## src/rtl/axi_lite_xbar_map_ctrl_if.sv

```systemverilog
// Bundle between the crossbar map controller and its environment: rule-update
// request/accept, per-port handshake observation and the published rule table.
interface axi_lite_xbar_map_ctrl_if #(
    parameter int unsigned NoSlvPorts = 2,
    parameter int unsigned NoRules    = 4,
    parameter int unsigned AddrWidth  = 32,
    parameter int unsigned IdxWidth   = 2
) ();
    localparam int unsigned RuleSelWidth = (NoRules > 1) ? unsigned'($clog2(NoRules)) : 1;

    logic                          cfg_valid_i;
    logic                          cfg_ready_o;
    logic [RuleSelWidth-1:0]       cfg_sel_i;
    logic [IdxWidth-1:0]           cfg_idx_i;
    logic [AddrWidth-1:0]          cfg_start_i;
    logic [AddrWidth-1:0]          cfg_end_i;
    logic [NoSlvPorts-1:0]         aw_hs_i;
    logic [NoSlvPorts-1:0]         ar_hs_i;
    logic [NoSlvPorts-1:0]         b_hs_i;
    logic [NoSlvPorts-1:0]         r_hs_i;
    logic                          gate_o;
    logic [NoRules*IdxWidth-1:0]   map_idx_o;
    logic [NoRules*AddrWidth-1:0]  map_start_o;
    logic [NoRules*AddrWidth-1:0]  map_end_o;
    logic                          busy_o;
    logic                          err_o;

    // The controller side.
    modport slave (
        input  cfg_valid_i, cfg_sel_i, cfg_idx_i, cfg_start_i, cfg_end_i,
        input  aw_hs_i, ar_hs_i, b_hs_i, r_hs_i,
        output cfg_ready_o, gate_o, map_idx_o, map_start_o, map_end_o, busy_o, err_o
    );

    // The requester / crossbar side.
    modport master (
        output cfg_valid_i, cfg_sel_i, cfg_idx_i, cfg_start_i, cfg_end_i,
        output aw_hs_i, ar_hs_i, b_hs_i, r_hs_i,
        input  cfg_ready_o, gate_o, map_idx_o, map_start_o, map_end_o, busy_o, err_o
    );
endinterface

```

## src/rtl/axi_lite_xbar_map_ctrl.sv

```systemverilog
// Safe address-map updater for an AXI-Lite crossbar: gates new AW/AR, waits for
// all outstanding writes and reads to drain, then commits one rule.
module axi_lite_xbar_map_ctrl #(
    parameter int unsigned NoSlvPorts = 2,
    parameter int unsigned NoRules    = 4,
    parameter int unsigned AddrWidth  = 32,
    parameter int unsigned IdxWidth   = 2,
    parameter int unsigned CntWidth   = 4
) (
    input  logic                     clk_i,
    input  logic                     rst_i,
    axi_lite_xbar_map_ctrl_if.slave  bus
);
    localparam int unsigned RuleSelWidth = (NoRules > 1) ? unsigned'($clog2(NoRules)) : 1;
    localparam int unsigned SumWidth     = CntWidth + unsigned'($clog2(NoSlvPorts)) + 1;
    localparam logic [SumWidth-1:0] CntMax = SumWidth'((64'd1 << CntWidth) - 64'd1);

    typedef enum logic [1:0] {
        IDLE   = 2'd0,
        DRAIN  = 2'd1,
        COMMIT = 2'd2
    } state_e;

    state_e                         state_q, state_d;
    logic [CntWidth-1:0]            wr_cnt_q, wr_cnt_d;
    logic [CntWidth-1:0]            rd_cnt_q, rd_cnt_d;
    logic                           err_q, err_d;
    logic                           wr_flag, rd_flag;
    logic                           sel_ok;
    logic [NoRules*IdxWidth-1:0]    map_idx_q, map_idx_d;
    logic [NoRules*AddrWidth-1:0]   map_start_q, map_start_d;
    logic [NoRules*AddrWidth-1:0]   map_end_q, map_end_d;

    // Net counter update with clamp at 0 and saturation at max; MSB flags either.
    function automatic logic [CntWidth:0] cnt_step(
        input logic [CntWidth-1:0]   cnt,
        input logic [NoSlvPorts-1:0] inc,
        input logic [NoSlvPorts-1:0] dec
    );
        logic [SumWidth-1:0] up;
        logic [SumWidth-1:0] dn;
        logic [SumWidth-1:0] sum;
        up  = SumWidth'(cnt) + SumWidth'($countones(inc));
        dn  = SumWidth'($countones(dec));
        sum = up - dn;
        if (dn > up) begin
            cnt_step = {1'b1, {CntWidth{1'b0}}};
        end else if (sum > CntMax) begin
            cnt_step = {1'b1, {CntWidth{1'b1}}};
        end else begin
            cnt_step = {1'b0, CntWidth'(sum)};
        end
    endfunction

    always_comb begin
        state_d     = state_q;
        err_d       = err_q;
        map_idx_d   = map_idx_q;
        map_start_d = map_start_q;
        map_end_d   = map_end_q;
        sel_ok      = ({1'b0, bus.cfg_sel_i} < (RuleSelWidth + 1)'(NoRules));

        {wr_flag, wr_cnt_d} = cnt_step(wr_cnt_q, bus.aw_hs_i, bus.b_hs_i);
        {rd_flag, rd_cnt_d} = cnt_step(rd_cnt_q, bus.ar_hs_i, bus.r_hs_i);
        err_d = err_d | wr_flag | rd_flag;

        case (state_q)
            IDLE: begin
                if (bus.cfg_valid_i) begin
                    state_d = DRAIN;
                end
            end
            DRAIN: begin
                // A handshake racing the gate this cycle still has to drain.
                if ((wr_cnt_q == '0) && (rd_cnt_q == '0) &&
                    !(|bus.aw_hs_i) && !(|bus.ar_hs_i)) begin
                    state_d = COMMIT;
                end
            end
            COMMIT: begin
                state_d = IDLE;
                if (!sel_ok) begin
                    err_d = 1'b1;
                end
                for (int unsigned k = 0; k < NoRules; k++) begin
                    if (sel_ok && (bus.cfg_sel_i == RuleSelWidth'(k))) begin
                        map_idx_d[k*IdxWidth +: IdxWidth]     = bus.cfg_idx_i;
                        map_start_d[k*AddrWidth +: AddrWidth] = bus.cfg_start_i;
                        map_end_d[k*AddrWidth +: AddrWidth]   = bus.cfg_end_i;
                    end
                end
            end
            default: state_d = IDLE;
        endcase
    end

    always_ff @(posedge clk_i) begin
        if (rst_i) begin
            state_q     <= IDLE;
            wr_cnt_q    <= '0;
            rd_cnt_q    <= '0;
            err_q       <= 1'b0;
            map_idx_q   <= '0;
            map_start_q <= '0;
            map_end_q   <= '0;
        end else begin
            state_q     <= state_d;
            wr_cnt_q    <= wr_cnt_d;
            rd_cnt_q    <= rd_cnt_d;
            err_q       <= err_d;
            map_idx_q   <= map_idx_d;
            map_start_q <= map_start_d;
            map_end_q   <= map_end_d;
        end
    end

    assign bus.gate_o      = (state_q != IDLE);
    assign bus.busy_o      = (state_q != IDLE);
    assign bus.cfg_ready_o = (state_q == COMMIT);
    assign bus.err_o       = err_q;
    assign bus.map_idx_o   = map_idx_q;
    assign bus.map_start_o = map_start_q;
    assign bus.map_end_o   = map_end_q;
endmodule

```

## src/flat_wrapper.sv

```systemverilog
// flat-port wrapper written by rule: the top's interface ports become plain ports
module axi_lite_xbar_map_ctrl_flat 
#(
    parameter int unsigned NoSlvPorts = 2,
    parameter int unsigned NoRules    = 4,
    parameter int unsigned AddrWidth  = 32,
    parameter int unsigned IdxWidth   = 2,
    parameter int unsigned CntWidth   = 4
)
  (clk_i, rst_i, bus_cfg_valid_i, bus_cfg_sel_i, bus_cfg_idx_i, bus_cfg_start_i, bus_cfg_end_i, bus_aw_hs_i, bus_ar_hs_i, bus_b_hs_i, bus_r_hs_i, bus_cfg_ready_o, bus_gate_o, bus_map_idx_o, bus_map_start_o, bus_map_end_o, bus_busy_o, bus_err_o);
  axi_lite_xbar_map_ctrl_if #(.NoSlvPorts(NoSlvPorts), .NoRules(NoRules), .AddrWidth(AddrWidth), .IdxWidth(IdxWidth)) bus_i ();
  input  logic clk_i;
  input  logic rst_i;
  input wire logic [$bits(bus_i.cfg_valid_i)-1:0] bus_cfg_valid_i;
  input wire logic [$bits(bus_i.cfg_sel_i)-1:0] bus_cfg_sel_i;
  input wire logic [$bits(bus_i.cfg_idx_i)-1:0] bus_cfg_idx_i;
  input wire logic [$bits(bus_i.cfg_start_i)-1:0] bus_cfg_start_i;
  input wire logic [$bits(bus_i.cfg_end_i)-1:0] bus_cfg_end_i;
  input wire logic [$bits(bus_i.aw_hs_i)-1:0] bus_aw_hs_i;
  input wire logic [$bits(bus_i.ar_hs_i)-1:0] bus_ar_hs_i;
  input wire logic [$bits(bus_i.b_hs_i)-1:0] bus_b_hs_i;
  input wire logic [$bits(bus_i.r_hs_i)-1:0] bus_r_hs_i;
  output wire logic [$bits(bus_i.cfg_ready_o)-1:0] bus_cfg_ready_o;
  output wire logic [$bits(bus_i.gate_o)-1:0] bus_gate_o;
  output wire logic [$bits(bus_i.map_idx_o)-1:0] bus_map_idx_o;
  output wire logic [$bits(bus_i.map_start_o)-1:0] bus_map_start_o;
  output wire logic [$bits(bus_i.map_end_o)-1:0] bus_map_end_o;
  output wire logic [$bits(bus_i.busy_o)-1:0] bus_busy_o;
  output wire logic [$bits(bus_i.err_o)-1:0] bus_err_o;
  assign bus_i.cfg_valid_i = bus_cfg_valid_i;
  assign bus_i.cfg_sel_i = bus_cfg_sel_i;
  assign bus_i.cfg_idx_i = bus_cfg_idx_i;
  assign bus_i.cfg_start_i = bus_cfg_start_i;
  assign bus_i.cfg_end_i = bus_cfg_end_i;
  assign bus_i.aw_hs_i = bus_aw_hs_i;
  assign bus_i.ar_hs_i = bus_ar_hs_i;
  assign bus_i.b_hs_i = bus_b_hs_i;
  assign bus_i.r_hs_i = bus_r_hs_i;
  assign bus_cfg_ready_o = bus_i.cfg_ready_o;
  assign bus_gate_o = bus_i.gate_o;
  assign bus_map_idx_o = bus_i.map_idx_o;
  assign bus_map_start_o = bus_i.map_start_o;
  assign bus_map_end_o = bus_i.map_end_o;
  assign bus_busy_o = bus_i.busy_o;
  assign bus_err_o = bus_i.err_o;
  axi_lite_xbar_map_ctrl #(.NoSlvPorts(NoSlvPorts), .NoRules(NoRules), .AddrWidth(AddrWidth), .IdxWidth(IdxWidth), .CntWidth(CntWidth)) u_core (.clk_i(clk_i), .rst_i(rst_i), .bus(bus_i));
endmodule
```

## config.mk

```make
export PLATFORM = sky130hd
export DESIGN_NAME = axi_lite_xbar_map_ctrl_flat
export DESIGN_NICKNAME = d
export VERILOG_FILES = /design/src/rtl/axi_lite_xbar_map_ctrl_if.sv /design/src/rtl/axi_lite_xbar_map_ctrl.sv /design/src/flat_wrapper.sv
export SDC_FILE = /design/constraint.sdc
export NUM_CORES = 1
export LEC_CHECK = 0
export CAP_MARGIN = 20
export CORE_ASPECT_RATIO = 1.75
export CORE_MARGIN = 2
export CORE_UTILIZATION = 47
export CTS_BUF_LIST = sky130_fd_sc_hd__clkbuf_2 sky130_fd_sc_hd__clkbuf_4 sky130_fd_sc_hd__clkbuf_8
export DETAILED_ROUTE_END_ITERATION = 7
export PLACE_DENSITY = 0.87
export SLEW_MARGIN = 40
export SYNTH_ARGS = -nofsm -noshare
export SYNTH_HDL_FRONTEND = slang
export SYNTH_SLANG_ARGS = --single-unit
```

## constraint.sdc

```tcl
create_clock -name clk_i -period 3.7 [get_ports clk_i]
set_clock_uncertainty 0.2 [all_clocks]
set_input_delay 0.37 -clock clk_i [delete_from_list [all_inputs] [get_ports clk_i]]
set_output_delay 0.37 -clock clk_i [all_outputs]
set_load 0.05 [all_outputs]
```

Yosys cells after proc, flatten, opt, wreduce, memory -nomap -nowiden
Cells that the tools add are included.
Operators by class
  $mul: 0
  equality and inequality tests: 7
  reductions and logical operators: 19
  order comparisons: 4
  shifts and indexed selects: 0
  divide/modulo/power cells: 0
  bitwise operators: 2
  mux-type cells: 7
  add/subtract/negate cells: 8
Operators with widths (number)
  $mux W5: 4
  $add A4 B6 Y6: 2
  $gt A6 B4 Y1 const B: 2
  $gt A6 B6 Y1: 2
  $sub A6 B6 Y6: 2
  $reduce_and A2 Y1: 5
  $add A1 B1 Y2: 4
  $logic_not A4 Y1: 2
  $reduce_or A2 Y1: 4
  $eq A2 B2 Y1 const B: 3
  $eq A2 B1 Y1 const B: 2
  $logic_not A2 Y1: 2
  $mux W2: 2
  $pmux W2 S2: 1
  $logic_and A1 B1 Y1: 3
  $logic_not A1 Y1: 2
  $ne A2 B1 Y1 const B: 1
  $ne A2 B2 Y1 const B: 1
  $or A1 B1 Y1: 2
  $reduce_bool A2 Y1: 1
Storage, ports and cells
  output and inout port bits: 268
  flip-flop bits (word level): 275
  bits of input ports: 79
  bits in latches: 0
  bits in read-only memories: 0
  memory bits (writable): 0
  memories: 0

Longest topological paths before layout
Gate-level depths: netlist of the first run.
  word-level depth: 8
  depth in mapped cells: 12

Worst setup path after synthesis of the first run
No wires, ideal clock.
  kind: input to register
  from: input bus_ar_hs_i[0]
  to: register u_core.rd_cnt_q[3]
  data arrival time: 2.776 ns
  setup time: 0.070 ns
  setup slack: 0.655 ns
  path buffers: 0
  stages: 12
  cells stage by stage: inv_1 ha_1 ha_1 inv_1 fa_1 inv_1 ha_1 nor2b_4 o21ai_0 a21oi_1 or4_1 a21oi_1
On the way
  longest elaborated chain between the ends: 5
  elaborated cells on any way between the ends: 7
Ends and longest elaborated chain
  start, declared: RTL line flat_wrapper.sv:20  | input wire logic [$bits(bus_i.ar_hs_i)-1:0] bus_ar_hs_i;
  $add A1 B1 Y2 (not written as such) (*): RTL line axi_lite_xbar_map_ctrl.sv:43  | up = SumWidth'(cnt) + SumWidth'($countones(inc));
  $add A4 B6 Y6 (*): RTL line axi_lite_xbar_map_ctrl.sv:43
  $sub A6 B6 Y6: RTL line axi_lite_xbar_map_ctrl.sv:45  | sum = up - dn;
  $gt A6 B4 Y1: RTL line axi_lite_xbar_map_ctrl.sv:48  | end else if (sum > CntMax) begin
  $mux W5: RTL line axi_lite_xbar_map_ctrl.sv:48
  end signal, assigned: RTL line axi_lite_xbar_map_ctrl.sv:109  | rd_cnt_q <= rd_cnt_d;
  end, declared: RTL line axi_lite_xbar_map_ctrl.sv:26  | logic [CntWidth-1:0] rd_cnt_q, rd_cnt_d;
Mark *: on every way between the ends. The rest lies on a longest branch, timed or not.
A chain may end at the register's enable or synchronous reset.

Worst setup path in the final report of the first run
  from: input bus_ar_hs_i[1]
  to: register u_core.rd_cnt_q[3]
Same word-level chain as after synthesis.

==> flow_summary.ini, run 1 <==
[synth]
synth_area_per_cell_um2 = 7.88
yosys.area_share.simple = 0.221
synth_top_family_by_area = simple AND/OR/NAND/NOR gates
synth_adder_area_share = 0.0254
synthMuxAreaShare = 0.00200
ys_seq_area_frac = 0.549
syn_inst = 1273
synth_compound_area_frac = 0.153
ys_seq_elements = 275
synth-main-ff-cell = dfxtp_1
synthXorXnorAreaFrac = 0.00262
synth_nets = 1370
synth_edf_count = 0
synth_warnings = 0
synth-async-reset-ratio = 0
synth_cell_types = 44
syn-cell-area_um2 = 10000

[hold_path]
hp-start = u_core.bus.map_start_o[49]
min_path_type = flop to flop

[global_routing]
antenna_found_initial = 1
grt_pass1_vias = 10099
grt_overflow_total = 0
grt_pass1_wl_um = 52200
gr-usage-all-layers = 0.292
grt_max_degree = 126

[final_layout]
multi_input_area_um2 = 4090
layout-drive-gt1-share = 0.0608
seq_area_um2 = 5510
finalNonFillerCells = 1866
layout_common_cells = nand2_1, clkdlybuf4s50_1, a21oi_1
area_delta_synth_final_pct = 44.9
final_cell_area_um2 = 14500
final_common_cell = nand2_1
fill_cells = 1604
final_nets = 1685

[floorplanning]
die_area_um2 = 22600
placementRows = 70
die_w_um = 114
coreArea_um2 = 20900
initial_core_util = 0.479
io_pins = 347
die_h_um = 197

[clock_network]
clk_latency_ns = 0.54
cts.path.max_buffers = 3
cts_buffers = 39
post-cts-setup-buffer-count = 0
cts_hold_buf = 0
h-tree-depth = 2
cts_tree = done
path_clk_slew_ns = 0.06
cts-root-buf = clkbuf_8
cts_sinks = 275
post_cts_resize_count = 0

[setup_path]
cpPeakStageDelay_ns = 0.54
path_class = input pin to flop
cp_top_family = adder cells
r2r_start = u_core.rd_cnt_q[0]
path_buf_inv = 4
worstPathRequired_ns = 3.97
critPathSlowestCell = fa_1
endpoint_kind = flop
cp-startpoint = bus_ar_hs_i[1]
worstPathArrival_ns = 3.47
start_kind = input pin
cp_cell_sequence = clkdlybuf4s50_1 > inv_1 > ha_1 > ha_1 > inv_1 > fa_1 > inv_1 > ha_1 > nor2b_4 > o21ai_0 > a21oi_1 > or4_1 > a21oi_1
critPathMaxFanout = 3

[routing]
dr.pass1.iters = 5
wl_per_cell_um = 18.0
vias = 10017
drc = 0
drt-total-wl_um = 33600
vias_per_cell = 5.37
ant_nets = 0
drt_iter0_drc = 735

[placement]
io_buffers = 346
hpwl_um = 22800
dp_cells = 1799
placed_cell_area_um2 = 13700
globalplace.congestion = 0.846
pre_cts_ws_ns = -0.0619

[timing]
fin_tns_setup_ns = 0
rsz0062_at_grt = false
tightest_slew_ns = 0.820
timing.final.ws_setup_ns = 0.492
setup_viol = 0
relSlewSlack = 0.453
clock.fmax_ghz = 0.312
min_period_ns = 3.21
fin_crit_sh = 0.867
hold_ws_ns = 0.252
slew_violations = 0
hold_viol = 0

[flow_run]
maxCapViolCount = 0

[power]
leakagePower_uw = 0.00490
cellPowerDensity_nw_per_um2 = 432
vdd_drop_max_uv = 365

[outcome]
outcome = finished clean
-- state kept, by name, summed over array words and instances (netlist names) --
| name | count |
|---|---|
| u_core.bus.err_o | 1 |
| u_core.bus.map_end_o | 128 |
| u_core.bus.map_idx_o | 8 |
| u_core.bus.map_start_o | 128 |
| u_core.rd_cnt_q | 4 |
| u_core.state_q | 2 |
| u_core.wr_cnt_q | 4 |
-- final timing paths --
path,slack [ns],endpoint,depth (start not counted)
max,0.49,u_core.rd_cnt_q[3],13
min,0.25,u_core.bus.map_start_o[49],2
max reg2reg,0.75,u_core.rd_cnt_q[3],10
min reg2reg,0.25,u_core.bus.map_start_o[49],2
-- metrics by stage --
stage,total power (µW),util
after floorplan,3550,-
after global placement,3800,0.655
after detailed placement,3830,0.655
after CTS,6310,0.694
after global routing,6500,0.694
final,6280,0.694
-- cells in the mapped netlist (all sizes together), types with 3 or more instances --
library cell / instances / share of area
a21oi: 276 / 0.14
buf: 43 / 0.021
clkbuf: 46 / 0.017
dfxtp: 275 / 0.55
fa: 4 / 0.0080
ha: 14 / 0.017
inv: 22 / 0.0082
nand2: 534 / 0.20
nand2b: 4 / 0.0032
nand3: 3 / 0.0015
nor2: 7 / 0.0029
nor4b: 3 / 0.0026
o21a: 3 / 0.0022
o21ai: 5 / 0.0025
xnor2: 3 / 0.0026
-- cell type report --
class | instances | area share
timing repair buffer | 363 | 0.256
antenna | 1 | 0.000172
clock buffer | 61 | 0.0526
clock inverter | 5 | 0.00396
sequential | 275 | 0.379
tap | 252 | 0.0217
inverter | 22 | 0.00568
multi-input combinational | 887 | 0.281
-- layer usage --
metal  part of all wire  track usage
met5                  0            0
met2               0.50        0.506
met1               0.35        0.310
met3              0.082       0.0697
met4              0.069        0.192
-- worst min-delay path: stages (launching register included) --
cell and delay, ns:
dfxtp_1 0.31, nand2_1 0.05, a21oi_1 0.05
-- where the power goes --
| group | switching (µW) | leakage, µW | internal (µW) |
|---|---|---|---|
| clock | 1130 | 0.000426 | 1380 |
| sequential | 48.6 | 0.00222 | 3000 |
| combinational | 407 | 0.00225 | 317 |
-- cell families after synthesis --
family / count (synthesis)
AOI/OAI and AO/OA: 298
and+or+nand+nor: 566
muxes: 2
DFF: 275
adders and majority gates: 18
xor gates and xnor gates: 3
buffers and inverters: 111
(Power assumes the default switching activity.)
==> run 2: changes to the inputs <==
GPL_ROUTABILITY_DRIVEN = 0   (was not set)
==> flow_summary.ini, run 2 (synthesis gave the netlist of run 1 again) <==
[clock_network]
cts-root-buf = clkbuf_8
path_clk_slew_ns = 0.07
cts_sinks = 275
cts_buffers = 40
cts_hold_buf = 0
cts.path.max_buffers = 3
post_cts_resize_count = 0
clk_latency_ns = 0.51
h-tree-depth = 2
post-cts-setup-buffer-count = 0
cts_tree = done

[routing]
vias = 9980
drt_iter0_drc = 681
wl_per_cell_um = 17.6
drt-total-wl_um = 32900
drc = 0
dr.pass1.iters = 5
ant_nets = 0
vias_per_cell = 5.33

[final_layout]
final_common_cell = nand2_1
layout-drive-gt1-share = 0.0654
fill_cells = 1589
area_delta_synth_final_pct = 44.8
layout_common_cells = nand2_1, clkdlybuf4s50_1, a21oi_1
final_nets = 1688
antenna_cells = 0

[setup_path]
start_kind = input pin
path_class = input pin to flop
endpoint_kind = flop
worstPathRequired_ns = 3.94
worstPathArrival_ns = 3.43
critPathMaxFanout = 6

[global_routing]
gr-usage-all-layers = 0.286
grt_max_degree = 127
grt_pass1_vias = 10005
grt_pass1_wl_um = 51300
grt_overflow_total = 0
antenna_found_initial = 0

[timing]
clock.fmax_ghz = 0.313
slew_violations = 0
hold_ws_ns = 0.252
rsz0062_at_grt = false
hold_viol = 0
min_period_ns = 3.19
relSlewSlack = 0.427
timing.final.ws_setup_ns = 0.509
tightest_slew_ns = 0.859
fin_crit_sh = 0.862
fin_tns_setup_ns = 0
setup_viol = 0

[floorplanning]
placementRows = 70
io_pins = 347
die_h_um = 197
coreArea_um2 = 20900
initial_core_util = 0.479
die_area_um2 = 22600
die_w_um = 114

[power]
cellPowerDensity_nw_per_um2 = 436
leakagePower_uw = 0.00492
vdd_drop_max_uv = 441

[flow_run]
maxCapViolCount = 0

[placement]
io_buffers = 346
pre_cts_ws_ns = 0.0255
hpwl_um = 22600

[outcome]
outcome = finished clean

[hold_path]
min_path_type = flop to flop
==> run 2: changes by cell type in the layout (fill, tap and decap cells not counted) <==
cell,before,now
buf_12,10,6
clkbuf_4,12,13
clkinv_2,1,6
diode_2,1,0
buf_4,7,13
==> run 2: path summary, 6_finish.rpt <==
check	startpoint	slack [ns]	depth (start not counted)	end
setup / recovery	bus_ar_hs_i[0]	0.51	12	u_core.rd_cnt_q[0]
hold / removal	u_core.bus.map_end_o[70]	0.25	2	u_core.bus.map_end_o[70]
setup reg to reg	u_core.rd_cnt_q[0]	0.81	10	u_core.rd_cnt_q[3]
hold reg to reg	u_core.bus.map_end_o[70]	0.25	2	u_core.bus.map_end_o[70]
==> run 2: critical path: stages <==
cell	delay, ns
clkdlybuf4s50_1	0.48
inv_1	0.05
ha_1	0.29
ha_1	0.21
inv_1	0.08
fa_1	0.43
buf_4	0.15
fa_1	0.52
nor4_1	0.39
o21a_1	0.20
a41oi_1	0.07
a21oi_1	0.19
==> run 2: per-stage QoR <==
stage,area [µm²],utilization,power (µW),instances
6_report,14500,0.694,6330,1873
4_1_cts,14500,0.694,6360,1873
2_1_floorplan,10000,-,3550,1273
3_5_place_dp,13700,0.653,3840,1801
3_3_place_gp,13700,0.653,3800,1801
5_1_grt,14500,0.694,6570,1873
==> run 2: area by class of cell <==
type | count | area (µm²) | area share
tap | 252 | 315 | 0.0217
sequential | 275 | 5510 | 0.379
inverter | 22 | 82.6 | 0.00568
clock inverter | 10 | 82.6 | 0.00568
timing repair buffer | 365 | 3680 | 0.254
multi-input combinational | 887 | 4090 | 0.281
clock buffer | 62 | 772 | 0.0531
==> run 2: where the power goes <==
part | switching (µW) | internal [µW]
clock | 1130 | 1400
sequential | 47.8 | 3000
combinational | 420 | 323
total | 1600 | 4730
==> run 2: metal layers <==
metal | vias to the layer above | track usage | routed length (µm)
met5 | - | 0 | 0
met4 | 0 | 0.171 | 2130
met3 | 120 | 0.0758 | 2650
met2 | 439 | 0.512 | 16800
met1 | 4676 | 0.292 | 11400
li1 | 4745 | - | -
==> run 3: changes to the inputs <==
CORE_MARGIN = 1   (was 2)
clock period = 3.3 ns   (was 3.7 ns; I/O delays follow)
==> flow_summary.ini, run 3 (synthesis gave the netlist of run 1 again) <==
[routing]
drt_iter0_drc = 683
wl_met2_um = 17200
top_layer = met4
vias_per_cell = 5.38
route.met3.wl_um = 2490
drc = 0
drt-total-wl_um = 33600
wl_met1_um = 11700
ant_nets = 0
wl_per_cell_um = 17.8
vias = 10119
dr.pass1.iters = 5

[clock_network]
cts_buffers = 40
post-cts-setup-buffer-count = 0
cts_sinks = 275
cts_tree = done
clk_latency_ns = 0.54
h-tree-depth = 2
path_clk_slew_ns = 0.07
cts.path.max_buffers = 3
cts-root-buf = clkbuf_8

[floorplanning]
placementRows = 70
die_w_um = 112
die_h_um = 195
coreArea_um2 = 20900
initial_core_util = 0.479
die_area_um2 = 22000
io_pins = 347

[power]
cellPowerDensity_nw_per_um2 = 499
leakagePower_uw = 0.00496
vdd_drop_max_uv = 457

[final_layout]
layout_common_cells = nand2_1, clkdlybuf4s50_1, a21oi_1
seq_area_um2 = 5510
layout-drive-gt1-share = 0.0706
area_delta_synth_final_pct = 45.7
finalNonFillerCells = 1882
multi_input_area_um2 = 4090
fill_cells = 1562
final_nets = 1695
final_common_cell = nand2_1

[timing]
clock.fmax_ghz = 0.317
slew_violations = 0
fin_crit_sh = 0.955
timing.final.ws_setup_ns = 0.150
min_period_ns = 3.15
setup_viol = 0
relSlewSlack = 0.433
tightest_slew_ns = 0.851
rsz0062_at_grt = false
fin_tns_setup_ns = 0
hold_viol = 0

[global_routing]
grt_pass1_vias = 10253
grt_max_degree = 132
gr-usage-all-layers = 0.305
grt_pass1_wl_um = 52700
antenna_found_initial = 1
grt_overflow_total = 0

[placement]
dp_cells = 1808
hpwl_um = 22800
pre_cts_ws_ns = -0.415
io_buffers = 346

[hold_path]
holdPathEnd = u_core.bus.map_end_o[14]
min_path_cells = 2
min_path_type = input pin to flop
hp-start = rst_i

[outcome]
outcome = finished clean

[setup_path]
r2r_start = u_core.rd_cnt_q[0]
path_class = input pin to flop
endpoint_kind = flop
r2r_slack_ns = 0.36
r2r_cells = 10
critPathMaxFanout = 3
worstPathArrival_ns = 3.43
worstPathRequired_ns = 3.57
r2r-end = u_core.rd_cnt_q[3]
start_kind = input pin

[flow_run]
maxCapViolCount = 0
==> run 3: changes by cell type in the layout (fill, tap and decap cells not counted) <==
cell	change
nor4_1	-1
buf_12	-2
clkbuf_4	-5
diode_2	+1
clkinv_2	+2
clkbuf_8	+2
buf_4	+9
nor4_2	+1
buf_8	+1
bufinv_16	+1
==> run 3: per-stage QoR <==
stage,cell area [µm²],power [µW],hold WS [ns],utilization
6_report,14600,7290,0.127,0.698
5_1_grt,14600,7560,0.143,0.698
4_1_cts,14600,7320,0.187,0.697
3_5_place_dp,13700,4350,0.245,0.655
3_3_place_gp,13700,4300,0.240,0.655
2_1_floorplan,10000,3980,0.266,-
==> run 3: report_power, final <==
part | total [µW] | internal [µW] | switching [µW]
logic | 877 | 403 | 475
clock network | 2990 | 1670 | 1320
registers | 3420 | 3370 | 51.3
==> run 3: critical path, cell delays in order <==
cell and delay, ns:
clkdlybuf4s50_1 0.48, inv_1 0.05, ha_1 0.28, ha_1 0.16, inv_1 0.06, fa_1 0.51, inv_1 0.05, ha_1 0.28
nor2b_4 0.13, o21ai_0 0.33, a21oi_1 0.12, or4_1 0.52, a21oi_1 0.13
==> run 3: routing by layer <==
metal / vias up / GRT usage
li1: 4763 / -
met4: 0 / 0.209
met1: 4748 / 0.303
met5: - / 0
met2: 479 / 0.551
met3: 129 / 0.0795
==> run 3: repair_timing <==
item	4_1_cts	5_1_grt
gates resized for setup	0	1
hold buffers	0	0
setup endpoints to repair	0	1
==> run 3: worst max-delay path by stage <==
stage                         startpoint                 end  slack, ns  depth (start not counted)
after floorplan           bus_ar_hs_i[0]  u_core.rd_cnt_q[3]       0.29                         12
after global placement    bus_ar_hs_i[0]  u_core.rd_cnt_q[3]      -0.26                         13
after detailed placement  bus_ar_hs_i[0]  u_core.rd_cnt_q[3]      -0.41                         13
after CTS                 bus_ar_hs_i[0]  u_core.rd_cnt_q[3]       0.16                         13
after global routing      bus_ar_hs_i[0]  u_core.rd_cnt_q[3]       0.05                         13
final                     bus_ar_hs_i[0]  u_core.rd_cnt_q[3]       0.15                         13
==> run 3: layout make-up <==
cell class	count	share of cell area
antenna	1	0.000171
clock buffer	60	0.0531
clock inverter	13	0.00839
inverter	22	0.00565
multi-input combinational	887	0.280
sequential	275	0.377
tap	252	0.0216
timing repair buffer	372	0.254
